==> config.mk <==
export PLATFORM = sky130hd
export DESIGN_NAME = rev_arb_ctrl
export DESIGN_NICKNAME = d
export VERILOG_FILES = /design/src/rtl/rev_arb_ctrl.sv
export SDC_FILE = /design/constraint.sdc
export NUM_CORES = 1
export LEC_CHECK = 0
export ABC_AREA = 1
export BUFFER_PORTS_ARGS = -buffer_cell sky130_fd_sc_hd__buf_2
export CAP_MARGIN = 10
export CORE_ASPECT_RATIO = 1.5
export CORE_MARGIN = 2
export CORE_UTILIZATION = 45
export DETAILED_ROUTE_END_ITERATION = 12
export PLACE_DENSITY_LB_ADDON = 0.15
export SLEW_MARGIN = 20
export SYNTH_ARGS = -nofsm -noshare
export SYNTH_HDL_FRONTEND = slang
export SYNTH_SLANG_ARGS = --single-unit
==> constraint.sdc <==
create_clock -name i_clk -period 4.5 [get_ports i_clk]
set_input_delay 0 -clock i_clk [delete_from_list [all_inputs] [get_ports i_clk]]
set_output_delay 0 -clock i_clk [all_outputs]
set_load 0.005 [all_outputs]
==> src/rtl/rev_arb_ctrl.sv <==
// Round-robin arbiter fronting a shared fixed-latency reversal resource.
// One transaction at a time: grant, capture pulse, wait LAT cycles, hold response until accepted.
module rev_arb_ctrl #(
    parameter int N_REQ = 4,
    parameter int WIDTH = 4,
    parameter int LAT   = 1,
    localparam int IDW  = (N_REQ > 1) ? $clog2(N_REQ) : 1
) (
    input  logic                   i_clk,
    input  logic                   i_rst,
    input  logic [N_REQ-1:0]       i_req,
    input  logic [N_REQ*WIDTH-1:0] i_req_data,
    output logic [N_REQ-1:0]       o_gnt,
    output logic                   o_en,
    output logic [WIDTH-1:0]       o_a,
    input  logic [WIDTH-1:0]       i_res,
    output logic                   o_rsp_valid,
    output logic [WIDTH-1:0]       o_rsp_data,
    output logic [IDW-1:0]         o_rsp_id,
    input  logic                   i_rsp_ready,
    output logic                   o_busy
);

    typedef enum logic [1:0] {
        ST_IDLE    = 2'd0,
        ST_CAPTURE = 2'd1,
        ST_WAIT    = 2'd2,
        ST_RESP    = 2'd3
    } state_t;

    state_t             state;
    state_t             next_state;
    logic [IDW-1:0]     ptr;
    logic [IDW-1:0]     owner;
    logic [3:0]         wait_cnt;
    logic               found;
    logic [IDW-1:0]     win;
    logic [WIDTH-1:0]   win_data;
    logic [N_REQ-1:0]   gnt;
    logic               en;
    logic [WIDTH-1:0]   opnd;
    logic               rsp_valid;
    logic [WIDTH-1:0]   rsp_data;
    logic [IDW-1:0]     rsp_id;
    logic               busy;

    // Index reached by stepping off places from base, wrapping at N_REQ.
    function automatic logic [IDW-1:0] rr_idx(input logic [IDW-1:0] base, input int off);
        int s;
        s = int'(base) + off;
        if (s >= N_REQ) begin
            s = s - N_REQ;
        end else begin
            s = s;
        end
        return IDW'(s);
    endfunction

    // Round-robin search starting at ptr; first set request wins.
    always_comb begin
        found = 1'b0;
        win   = '0;
        for (int i = 0; i < N_REQ; i++) begin
            if (!found && i_req[rr_idx(ptr, i)]) begin
                found = 1'b1;
                win   = rr_idx(ptr, i);
            end else begin
                found = found;
            end
        end
        win_data = i_req_data[win*WIDTH +: WIDTH];
    end

    // Transaction sequencing.
    always_comb begin
        next_state = state;
        case (state)
            ST_IDLE: begin
                if (found) begin
                    next_state = ST_CAPTURE;
                end else begin
                    next_state = ST_IDLE;
                end
            end
            ST_CAPTURE: next_state = ST_WAIT;
            ST_WAIT: begin
                if (wait_cnt == 4'd0) begin
                    next_state = ST_RESP;
                end else begin
                    next_state = ST_WAIT;
                end
            end
            ST_RESP: begin
                if (i_rsp_ready) begin
                    next_state = ST_IDLE;
                end else begin
                    next_state = ST_RESP;
                end
            end
            default: next_state = ST_IDLE;
        endcase
    end

    // State register.
    always_ff @(posedge i_clk) begin
        if (i_rst) begin
            state <= ST_IDLE;
        end else begin
            state <= next_state;
        end
    end

    // Datapath and registered outputs; grant/enable are single-cycle pulses.
    always_ff @(posedge i_clk) begin
        if (i_rst) begin
            ptr       <= '0;
            owner     <= '0;
            wait_cnt  <= 4'd0;
            gnt       <= '0;
            en        <= 1'b0;
            opnd      <= '0;
            rsp_valid <= 1'b0;
            rsp_data  <= '0;
            rsp_id    <= '0;
            busy      <= 1'b0;
        end else begin
            gnt  <= '0;
            en   <= 1'b0;
            busy <= (next_state != ST_IDLE);
            case (state)
                ST_IDLE: begin
                    if (found) begin
                        owner <= win;
                        opnd  <= win_data;
                        gnt   <= N_REQ'(1'b1) << win;
                        en    <= 1'b1;
                        ptr   <= rr_idx(win, 1);
                    end
                end
                ST_CAPTURE: begin
                    wait_cnt <= 4'(LAT - 1);
                end
                ST_WAIT: begin
                    if (wait_cnt == 4'd0) begin
                        rsp_data  <= i_res;
                        rsp_id    <= owner;
                        rsp_valid <= 1'b1;
                    end else begin
                        wait_cnt <= wait_cnt - 4'd1;
                    end
                end
                ST_RESP: begin
                    if (i_rsp_ready) begin
                        rsp_valid <= 1'b0;
                    end
                end
                default: begin
                    rsp_valid <= 1'b0;
                end
            endcase
        end
    end

    assign o_gnt       = gnt;
    assign o_en        = en;
    assign o_a         = opnd;
    assign o_rsp_valid = rsp_valid;
    assign o_rsp_data  = rsp_data;
    assign o_rsp_id    = rsp_id;
    assign o_busy      = busy;

endmodule

**Yosys cells after proc, flatten, opt, wreduce, memory -nomap -nowiden**

Cells that the tools add are included.

- Memory bits (read-only): 0
- Input bits: 27
- Register bits: 27
- RAM bits: 0
- Memories kept: 0
- Bits in latches: 0
- Logic and storage cells: 88
- Output and inout bits: 17

- Div/mod/pow operators: 0
- Shifts and indexed selects: 2
- Multiply operators: 0
- Equal/unequal tests: 6
- Add/sub/neg operators: 10
- Mux-type cells: 31
- Bitwise operators: 2
- Reductions and logical operators: 17
- Magnitude comparators: 9

Operators by type and width:

| operator | count |
|---|---|
| $mux W2 | 10 |
| $shiftx A16 B5 Y4 | 1 |
| $mux W1 | 13 |
| $ge A3 B3 Y1 const B | 4 |
| $lt A2 B3 Y1 const B | 4 |
| $sub A2 B1 Y2 const B | 5 |
| $bmux W1 S2 | 4 |
| $pmux W2 S4 | 1 |
| $pmux W4 S2 | 1 |
| $add A2 B1 Y3 const B | 2 |
| $add A2 B2 Y3 const B | 2 |
| $ne A2 B2 Y1 const B | 3 |
| $reduce_and A2 Y1 | 3 |
| $reduce_bool A2 Y1 | 3 |
| $eq A2 B2 Y1 const B | 2 |
| $logic_not A4 Y1 | 1 |
| $mux W4 | 1 |
| $shl A1 B2 Y4 const A | 1 |
| $sub A4 B1 Y4 const B | 1 |
| $ge A2 B3 Y1 const B | 1 |
| $logic_and A1 B1 Y1 | 3 |
| $logic_not A1 Y1 | 3 |
| $reduce_and A3 Y1 | 1 |
| $reduce_or A3 Y1 | 1 |
| 5 further kinds | 6 |

**Depth between registers and ports, before layout**

- Word-level depth: 17
- Gate-level depth with buffers: 16
- Mapped depth without buffers: 14

**Worst setup path before layout**

OpenSTA, ideal clock, no wires.

- Path kind: register -> register
- From: register ptr[0]
- To: register opnd[0], in the netlist o_a[0]
- Required time: 4,391 ps
- Setup time: 109 ps
- Period minus slack after synthesis: 1,578 ps
- Path slack: 2,922 ps
- Arrival: 1,469 ps
- Cell stages (with the launch flop): 15
- Buffers on the path: 2
- Cell sequence: dfxtp_1 > buf_6 > inv_8 > nand2_1 > nand3_1 > nand2_2 > nor2_8 > nand3_4 > nand3_2 > buf_6 > nand2_1 > nand3_1 > nand3_1 > nand2_1 > inv_1

- Cells in the longest elaborated chain, start to end: 15
- Elaborated cells on any way between the ends: 39
- Those cells by class: add/sub (7); order compare (4); shift (1); mux (20); reduce/logical (7)

RTL lines:

| element | RTL line | RTL |
|---|---|---|
| from (decl) | 33 | `logic [IDW-1:0] ptr;` |
| from (signal assigned) | 137 | `ptr <= rr_idx(win, 1);` |
| parallel branches: the longest is 15 deep, another holds $add A2 B1 Y3 | -- |  |
| to (signal assigned) | 134 | `opnd <= win_data;` |
| to (decl) | 41 | `logic [WIDTH-1:0] opnd;` |

Several ways; the timed one is not identified. The select of a mux whose other input is x is not followed.
A chain may end at the register's enable or synchronous reset.

**Final worst setup path**

- From: register ptr[0]
- To: register opnd[3], in the netlist o_a[3]

The elaborated chain is that of the path after synthesis.

==> flow_summary.ini <==
[die]
io-pin-count = 44
die_w_um = 50.8
core_area_um2 = 3160
rows = 25
dieArea_um2 = 3770
initial_core_util_pct = 46.8
die_h_um = 74.2

[detailed_routing]
dr_wl_met2_um = 1720
final_antenna_net_count = 0
drt-total-wl_um = 3210
wl_met3_um = 114
top_layer_used = met4
wl_met1_um = 1320
vias = 1446
drtPass1Iterations = 4
wl_per_cell_um = 10.4
drc = 0
via_per_inst = 4.68
initialDrtViolationCount = 32

[global_routing]
overflow = 0
antenna_found_initial = 0
grt_usage_pct = 18.5
grt_start_max_net_pins = 16
grt_pass1_wl_um = 5310
grt_pass1_vias = 1334

[synth]
yosys-top-cells-count = 60 x nand2_1, 30 x inv_1, 27 x dfxtp_1
synth-seq-cells = 27
synth-edff-count = 0
seq_area_frac_synth_pct = 36.5
ys_top_cells_by_area = dfxtp_1 37%, nand2_1 15%, inv_1 7.6%
synthCells = 221
synth_cell_types = 28
async_flop_share_pct = 0
yosysTopAreaCell = dfxtp_1
avgSynthCellArea_um2 = 6.69
ys_warn_count = 0
ys.flop_type = dfxtp_1
synth_most_common_cell = nand2_1
synthesis.nets = 250
synth.top_cell.area_share_pct = 36.5
synthesis.area_um2 = 1480

[worst_setup_path]
r2r_end = o_a[3]
end_kind = flip-flop
worstPathCellList = nand2_1, nand3_1, nand2_2, inv_2, nand2_1, nand2_2, nand3_2, inv_2, nand2_1, nand3_1, nand3_1, nand2_1
worstPathMaxFanout = 12
r2r-start = ptr[0]
start_kind = flip-flop
critPathLaunch = ptr[0]
r2r_cells = 12
crit_slowest_cell = dfxtp_1
slowest_delay_ps = 620
path_common_cell = nand2_1
arrival_ps = 2210
path_buf_inv = 2
reg2reg_slack_ps = 2500
path_class = flip-flop to flip-flop
worstPathRequired_ps = 4720
path_delay_family = simple AND/OR/NAND/NOR gates

[hold_path]
whs_endpoint = wait_cnt[1]
worstHoldStart = i_rst
worstHoldPathCells = 2
hold_class = input port to flip-flop

[clocking]
clk_path_buf_depth = 2
cts_setup_buffers = 0
cts_num_sinks = 27
cts_made_buffers = 3
cts-root-buf = clkbuf_8
htree_levels = 1
cts_resized = 0
clk_latency_ps = 270
clk_pin_slew_ps = 90
cts_tree = yes

[timing]
worstMarginPinSlew_ps = 464
holdWs_ps = 30.6
setup_slack_ps = 2500
fmax_mhz = 501
slew_viol_final = 0
setup_viol = 0
fin_crit_sh_pct = 44.3
relSlewSlack_pct = 69.0
clock_skew_ps = 1.45
final_period_minus_worst_setup_slack_ps = 2000
grt_setup_unrepaired = false
hold_violations = 0
setup_tns_ps = 0

[power_and_ir_drop]
p_leak_nw = 1.03
ir_drop_v = 0.000311
powerDensity_nw_per_um2 = 577

[run]
drv_cap = 0

[final_layout]
fin_area_um2 = 1800
final_layout_size_suffix_gt1_share_pct = 26.4
areaGrowthSynthToFinish_pct = 22.0
finalCoreUtilization_pct = 57.1
layout.nets = 299
antenna_cells = 0

[placed_design]
hpwlAfterDp_um = 2490
io_buffers = 43
gp_congestion = 0.802
placedInstanceArea_um2 = 1720
place_ws_ps = 2520

[run_status]
status = finished, final reports clean
==> final cells by class <==
class,instances,area (µm²)
multi-input combinational,153,762
tap,40,50.0
clock inverter,1,5.00
fill,336,1360
sequential,27,541
inverter,38,150
clock buffer,3,41.3
timing repair buffer,47,255
==> power breakdown <==
part	total, mW	leakage, nW	switching, mW	internal, mW
sequential	0.352	0.222	0.0402	0.311
clock	0.133	0.0255	0.0709	0.0619
combinational	0.557	0.783	0.361	0.196
==> state kept, by name, summed over array words and instances (netlist names), 2 cells and up <==
signal      count
o_a             4
o_gnt           4
o_rsp_data      4
o_rsp_id        2
owner           2
ptr             2
state           2
wait_cnt        4
==> worst max path at each step <==
stage          cells past startpoint  slack (ps)     end
5_1_grt                           12        2290  o_a[2]
3_5_place_dp                      11        2520  o_a[3]
6_report                          12        2500  o_a[3]
3_3_place_gp                      11        2540  o_a[2]
4_1_cts                           11        2500  o_a[3]
2_1_floorplan                     14        2920  o_a[0]
==> repair_timing <==
action,CTS,global route
hold buffers,4,0
setup endpoints to repair,0,0
endpoints found under the hold margin,4,0
==> routing by layer <==
layer	track usage, %	up-vias
li1	-	789
met1	19.4	617
met2	36.5	33
met3	3.01	7
met4	6.31	0
met5	0	-
==> worst reg2reg max path, delay by kind of cell (launching register included) <==
family / cells / cell delay, ps
simple gates: 10 / 1080
flops: 1 / 620
buf+inv: 2 / 260
==> cells by family after synthesis <==
kind of cell    Yosys count  share of synthesized area [%]
xor+xnor                  1                          0.592
simple gates            130                           41.3
flops                    27                           36.5
fa+ha+maj                 2                           1.69
buf+inv                  41                           11.9
compound gates           20                           7.95
==> placed cells by master, fill, tap and decap left out, drive strengths merged <==
master / Yosys / routed
o22ai: 2 / 2
nand4: 5 / 5
a21oi: 3 / 3
buf: 2 / 43
nor3: 2 / 2
dfxtp: 27 / 27
o21ai: 10 / 10
dlygate4sd3: 0 / 4
ha: 2 / 2
nand2: 70 / 70
nor2: 27 / 27
o21a: 1 / 1
o211a: 1 / 1
xnor2: 1 / 1
a211oi: 1 / 1
o31ai: 1 / 1
clkinv: 0 / 1
or2: 1 / 1
clkbuf: 1 / 3
o211ai: 1 / 1
nand3: 25 / 25
inv: 38 / 38
==> through the flow <==
stage,std cells,power (mW)
5_1_grt,309,1.14
6_report,309,1.04
4_1_cts,309,1.05
3_3_place_gp,301,0.912
3_5_place_dp,301,0.910
2_1_floorplan,221,0.789
No activity file was read; power rests on OpenSTA's default activity.
